`config.mk`:
```
export PLATFORM = sky130hd
export DESIGN_NAME = input_packer
export DESIGN_NICKNAME = d
export VERILOG_FILES = /design/src/rtl/input_packer.sv
export SDC_FILE = /design/constraint.sdc
export NUM_CORES = 1
export LEC_CHECK = 0
export BUFFER_PORTS_ARGS = -buffer_cell sky130_fd_sc_hd__buf_2
export CAP_MARGIN = 20
export CORE_MARGIN = 3
export CORE_UTILIZATION = 60
export DETAILED_ROUTE_END_ITERATION = 16
export HOLD_SLACK_MARGIN = 0.08
export PLACE_DENSITY_LB_ADDON = 0.1
export SYNTH_ARGS = -nofsm -noshare
export SYNTH_HDL_FRONTEND = slang
export SYNTH_SLANG_ARGS = --single-unit
```
`constraint.sdc`:
```
create_clock -name clk -period 9 [get_ports clk]
set_input_delay 0 -clock clk [delete_from_list [all_inputs] [get_ports clk]]
set_output_delay 0 -clock clk [all_outputs]
set_load 0.01 [all_outputs]
```
`src/rtl/input_packer.sv`:
```
// ---------------------------------------------------------------------------
// input_packer
//
// Packs activation beats into 32-bit bit-brick words for the fusion unit.
// Every 2-bit slice of an activation is replicated four times into one byte
// of the output word. One word is built from 1, 2 or 4 beats, depending on
// the activation width.
//
//   mode (in_bitwidth)   beats/word   bytes filled per beat
//   3'b100 (8b)          1            bytes 0..3 <- v[1:0], v[3:2], v[5:4], v[7:6]
//   3'b010 (4b)          2            beat j: bytes 2j, 2j+1 <- v[1:0], v[3:2]
//   3'b001 (2b)          4            beat j: byte j <- v[1:0]
//   any other code       treated as 8b
//
// The mode and the signed flag are captured on the first beat of a word.
// Later changes are ignored until that word completes.
//
// Ports
//   clk            clock; all state changes on its rising edge
//   RST            asynchronous, active-high reset
//   act_valid      activation beat offered
//   act_data[7:0]  activation value
//   act_ready      beat accepted when act_valid && act_ready
//   in_bitwidth    mode code, sampled on the first beat of a word
//   in_signed      activations are two's complement, sampled on the first beat
//   out_valid      packed word valid (output state FULL)
//   out_ready      downstream accepts the word
//   input_forward  packed bit-brick word
//   input_sign     per-slot sign flags
//   flush          (only with PACKER_FLUSH_EN) close a partial word early,
//                  padding unfilled bytes and sign bits with zeros
//   dbg_state      output state: 0 = EMPTY, 1 = FULL
//
// Optional feature macro: PACKER_FLUSH_EN. Without it, the flush port does
// not exist, and a partial word waits indefinitely for its remaining beats.
//
// Handshake (both sides): a transfer happens on a rising clk edge where
// valid and ready are both high. Once valid is raised, the word or beat it
// carries stays stable until that transfer. Ready never depends on valid
// from the same interface. act_ready drops only for a beat that would
// complete a word while the output register is FULL and not being drained.
// ---------------------------------------------------------------------------
module input_packer (
  input  logic        clk,
  input  logic        RST,
  input  logic        act_valid,
  input  logic [7:0]  act_data,
  output logic        act_ready,
  input  logic [2:0]  in_bitwidth,
  input  logic        in_signed,
  output logic        out_valid,
  input  logic        out_ready,
  output logic [31:0] input_forward,
  output logic [3:0]  input_sign,
`ifdef PACKER_FLUSH_EN
  input  logic        flush,
`endif
  output logic        dbg_state
);

  typedef enum logic [1:0] {
    MODE_8B = 2'd0,
    MODE_4B = 2'd1,
    MODE_2B = 2'd2
  } mode_t;

  typedef enum logic {
    ST_EMPTY = 1'b0,
    ST_FULL  = 1'b1
  } out_state_t;

  function automatic mode_t decode_mode(input logic [2:0] bw);
    case (bw)
      3'b010:  decode_mode = MODE_4B;
      3'b001:  decode_mode = MODE_2B;
      default: decode_mode = MODE_8B;
    endcase
  endfunction

  function automatic logic [1:0] last_slot_of(input mode_t m);
    case (m)
      MODE_4B: last_slot_of = 2'd1;
      MODE_2B: last_slot_of = 2'd3;
      default: last_slot_of = 2'd0;
    endcase
  endfunction

  // Assembly side
  logic [31:0] asm_word_q;
  logic [3:0]  asm_sign_q;
  logic [1:0]  slot_q;
  mode_t       mode_q;
  logic        signed_q;

  // Output side
  out_state_t  state_q;
  logic [31:0] out_word_q;
  logic [3:0]  out_sign_q;

  // Per-cycle decode
  mode_t       cur_mode;
  logic        cur_signed;
  logic        at_last;
  logic        out_free;
  logic        accept;
  logic        flush_fire;
  logic        complete;
  logic [15:0] half_bricks;
  logic [31:0] beat_word;
  logic [3:0]  beat_sign;
  logic [31:0] word_next;
  logic [3:0]  sign_next;

  // Mode and sign come from the inputs only on the first beat of a word.
  // After that, they come from the values latched with that beat.
  always_comb begin
    cur_mode   = (slot_q == 2'd0) ? decode_mode(in_bitwidth) : mode_q;
    cur_signed = (slot_q == 2'd0) ? in_signed : signed_q;
  end

  assign out_valid = (state_q == ST_FULL);
  assign out_free  = !out_valid || out_ready;
  assign at_last   = (slot_q == last_slot_of(cur_mode));
  assign act_ready = out_free || !at_last;
  assign accept    = act_valid && act_ready;

`ifdef PACKER_FLUSH_EN
  // A flush needs the same free output register as a completing beat.
  // It does nothing while the assembly register is empty, unless a beat is
  // accepted in the same cycle. In that case the beat goes in first.
  assign flush_fire = flush && out_free && (accept || (slot_q != 2'd0));
`else
  assign flush_fire = 1'b0;
`endif

  assign complete = (accept && at_last) || flush_fire;

  // Bricks contributed by the current beat
  always_comb begin
    half_bricks = {{4{act_data[3:2]}}, {4{act_data[1:0]}}};
    beat_word   = '0;
    beat_sign   = '0;
    case (cur_mode)
      MODE_4B: begin
        if (slot_q[0]) begin
          beat_word[31:16] = half_bricks;
          beat_sign        = 4'b1000;
        end else begin
          beat_word[15:0]  = half_bricks;
          beat_sign        = 4'b0010;
        end
      end
      MODE_2B: begin
        beat_word = {24'h0, {4{act_data[1:0]}}} << {slot_q, 3'b000};
        beat_sign = 4'b0001 << slot_q;
      end
      default: begin
        beat_word = {{4{act_data[7:6]}}, {4{act_data[5:4]}},
                     {4{act_data[3:2]}}, {4{act_data[1:0]}}};
        beat_sign = 4'b1000;
      end
    endcase
    if (!cur_signed) begin
      beat_sign = 4'b0000;
    end
  end

  assign word_next = asm_word_q | (accept ? beat_word : 32'h0);
  assign sign_next = asm_sign_q | (accept ? beat_sign : 4'h0);

  // Output FSM, assembly register and slot counter
  always_ff @(posedge clk or posedge RST) begin
    if (RST) begin
      asm_word_q <= '0;
      asm_sign_q <= '0;
      slot_q     <= 2'd0;
      mode_q     <= MODE_8B;
      signed_q   <= 1'b0;
      state_q    <= ST_EMPTY;
      out_word_q <= '0;
      out_sign_q <= '0;
    end else begin
      if (complete) begin
        // Hand the word over and restart assembly. The slot counter wraps.
        // If the previous word drains this cycle, FULL stays FULL with the
        // new word.
        out_word_q <= word_next;
        out_sign_q <= sign_next;
        state_q    <= ST_FULL;
        asm_word_q <= '0;
        asm_sign_q <= '0;
        slot_q     <= 2'd0;
      end else begin
        if (accept) begin
          asm_word_q <= word_next;
          asm_sign_q <= sign_next;
          slot_q     <= slot_q + 2'd1;
        end
        if (out_valid && out_ready) begin
          state_q <= ST_EMPTY;
        end
      end
      if (accept && (slot_q == 2'd0)) begin
        mode_q   <= cur_mode;
        signed_q <= cur_signed;
      end
    end
  end

  assign input_forward = out_word_q;
  assign input_sign    = out_sign_q;
  assign dbg_state     = state_q;

endmodule

```
==> results_dict.tcl <==
set metrics [dict create \
    status "finished, final reports clean" \
    first_pass_iters 4 \
    num_rows 26 \
    dieArea_um2 6350 \
    maxCapViolCount 0 \
    synth-async-reset-ratio_pct 100 \
    drv_slew 0 \
    finalSetupViolations 0 \
    grt-ovfl-total 0 \
    pwr-share-clk_pct 19.1 \
    cts_setup_buffers 0 \
    layout_min_cycle_time_ns 4.18 \
    vias 2364 \
    slew_headroom_pct 34.1 \
    syn_nets 299 \
    path_delay_family "simple AND/OR/NAND/NOR gates" \
    critPathBufInv 2 \
    path_common_cell "ha_1" \
    die_w_um 79.7 \
    sw_frac_of_total_pct 36.6 \
    netlist_area_um2 3260 \
    start_util_pct 63.0 \
    mostFrequentLayoutCells "dfrtp_1, buf_2, nor2_1, a21o_1, o22a_1" \
    final_layout_size_suffix_gt1_share_pct 21.9 \
    critPathKind "reg2reg" \
    total_power_mw 1.50 \
    dieHeight_um 79.7 \
    p_comb_share_pct 40.2 \
    clock_latency_ns 0.35 \
    cellLeakagePower_nw 1.85 \
    synth_cell_types 37 \
    final_nets 359 \
    ys_ff_latch 78 \
    layout_commonest_cell "dfrtp_1" \
    crit_slowest_cell "nor4b_4" \
    ioPinCount 55 \
    yosys_warnings 0 \
    finalClockSkew_ns 0.00791 \
    h-tree-depth 3 \
    ys_seq_area_share_pct 59.9 \
    clk_path_buf_depth 2 \
    drc_errors 0 \
    core_area_um2 5170 \
    cts.reportedPaths.clkPinSlew_ns 0.08 \
    tightestPinTransition_ns 0.985 \
    stdcell_count 412 \
    ir_drop_v 0.000231 \
    critPathMaxStageDelay_ns 0.90 \
    hpwl_um 4400 \
    fmax_ghz 0.239 \
    crit_fanout 28 \
    area_delta_synth_final_pct 18.2 \
    cp.required_ns 9.24 \
    ant_nets 0 \
    hold_violations 0 \
    power_switching_uw 547 \
    power_frac_seq_pct 40.7 \
    p_per_area_nw_per_um2 389 \
    synth_edf_count 0 \
    internal_power_uw 949 \
    wl_per_cell_um 15.9 \
    track_usage_pct 22.6 \
    grt_setup_unrepaired "no" \
    antenna_found_initial 0 \
    syn_area_per_cell_um2 11.8 \
    place.port_buffers 54 \
    cts.sinks 78 \
    grt_pass1_vias 2294 \
    postRouteWirelength_um 6570 \
    cp.arrival_ns 4.41 \
    grt_max_degree 79 \
    via_per_inst 5.74 \
    diodes 0 \
    syn-instance-count 277 \
    worstSetupStartpointType "register" \
    setup_tns_ns 0 \
    end_kind "register" \
    hp-class "in2reg" \
    cts_tree "done" \
    gp_congestion 0.863 \
    drt_iter0_drc 130 \
    dp.cells 387 \
    clock-root-buffer "clkbuf_8" \
    layout_worst_path_cycle_share_pct 46.4 \
    cts_buffers 9 \
    synth_ff_type "dfrtp_1" \
    crit_chain "inv_1 > ha_1 > nand4bb_1 > o21a_1 > ha_1 > xnor2_1 > nor4b_4 > buf_4 > o21ai_0 > o22a_1" \
    grt_first_pass_wirelength_um 10900 \
]
[through the flow]
| step | hold WS (ns) | instance area, um^2 | utilization [%] | setup slack [ns] |
|---|---|---|---|---|
| floorplan | 0.137 | 3260 | - | 6.13 |
| global placement | 0.278 | 3540 | 68.4 | 5.04 |
| detailed placement | 0.284 | 3540 | 68.4 | 4.89 |
| CTS | 0.0903 | 3850 | 74.4 | 4.88 |
| global route | 0.0990 | 3850 | 74.4 | 4.47 |
| finish | 0.0961 | 3850 | 74.4 | 4.82 |
[final cells by class]
class	instances	area, um^2
Clock buffer	10	128
Sequential cell	78	1950
Tap cell	70	87.6
Clock inverter	6	93.8
Multi-Input combinational cell	171	1160
Timing Repair Buffer	66	383
Inverter	11	41.3
Fill cell	341	1320
[cells in the mapped netlist (all sizes together), types with 4 or more instances]
| library cell | n | share of area, % |
|---|---|---|
| clkbuf | 4 | 0.46 |
| o21a | 9 | 2.1 |
| a31oi | 4 | 0.77 |
| nor2 | 29 | 3.3 |
| nor3 | 4 | 0.61 |
| o21ai | 10 | 1.5 |
| o22a | 24 | 6.5 |
| buf | 13 | 2.9 |
| a21oi | 16 | 2.5 |
| ha | 6 | 2.3 |
| nand2 | 6 | 0.69 |
| inv | 11 | 1.3 |
| a21o | 27 | 6.2 |
| nand3 | 4 | 0.61 |
| dfrtp | 78 | 60 |
[state kept, by name (all words and copies together), names as in the netlist]
| name | cells |
|---|---|
| input_forward | 32 |
| dbg_state | 1 |
| asm_sign_q | 4 |
| slot_q | 2 |
| signed_q | 1 |
| asm_word_q | 32 |
| input_sign | 4 |
| mode_q | 2 |
[layer usage]
layer / global-route usage [%] / vias up / routed length, um
met2: 34.9 / 67 / 3180
met5: 0 / - / 0
met3: 5.98 / 6 / 335
met1: 30.7 / 1178 / 2990
li1: - / 1113 / -
met4: 8.93 / 0 / 67
[cell families (layout without fill, tap and decap cells)]
kind of cell | after synthesis | after routing | share of synthesized area, %
compound gates | 100 | 100 | 22.2
xor+xnor | 2 | 2 | 0.768
fa+ha+maj | 6 | 6 | 2.30
buf+inv | 28 | 93 | 4.61
flops | 78 | 78 | 59.9
mux | 3 | 3 | 0.922
simple gates | 60 | 60 | 9.33
[worst register-to-register path, stage by stage, from the launching register on]
cell and delay [ns]:
dfrtp_1 0.51, inv_1 0.17, ha_1 0.32, nand4bb_1 0.16, o21a_1 0.16, ha_1 0.62, xnor2_1 0.26, nor4b_4 0.90
buf_4 0.43, o21ai_0 0.28, o22a_1 0.25
[worst paths after layout]
check,from,to,slack [ns],cells after the start
max,slot_q[0],input_forward[20],4.82,10
min,out_ready,dbg_state,0.1,3
max reg2reg,slot_q[0],input_forward[20],4.82,10
min reg2reg,asm_word_q[21],asm_word_q[21],0.48,1
max in group asynchronous,RST,input_sign[2],7.92,4
min in group asynchronous,RST,input_forward[14],0.49,4
[power by group through the flow]
stage / Clock, mW / Sequential [mW] / Combinational (mW)
floorplan: 0 / 0.631 / 0.427
global placement: 0 / 0.612 / 0.583
detailed placement: 0 / 0.615 / 0.601
CTS: 0.292 / 0.610 / 0.608
global route: 0.309 / 0.628 / 0.669
finish: 0.285 / 0.609 / 0.602
[what timing repair did]
| item | in CTS | in global routing |
|---|---|---|
| hold endpoints to repair | 90 | 0 |
| gates resized for setup | 0 | 0 |
| setup endpoints to repair | 0 | 0 |
| hold buffers | 9 | 0 |
Power figures use the tool's default switching activity.
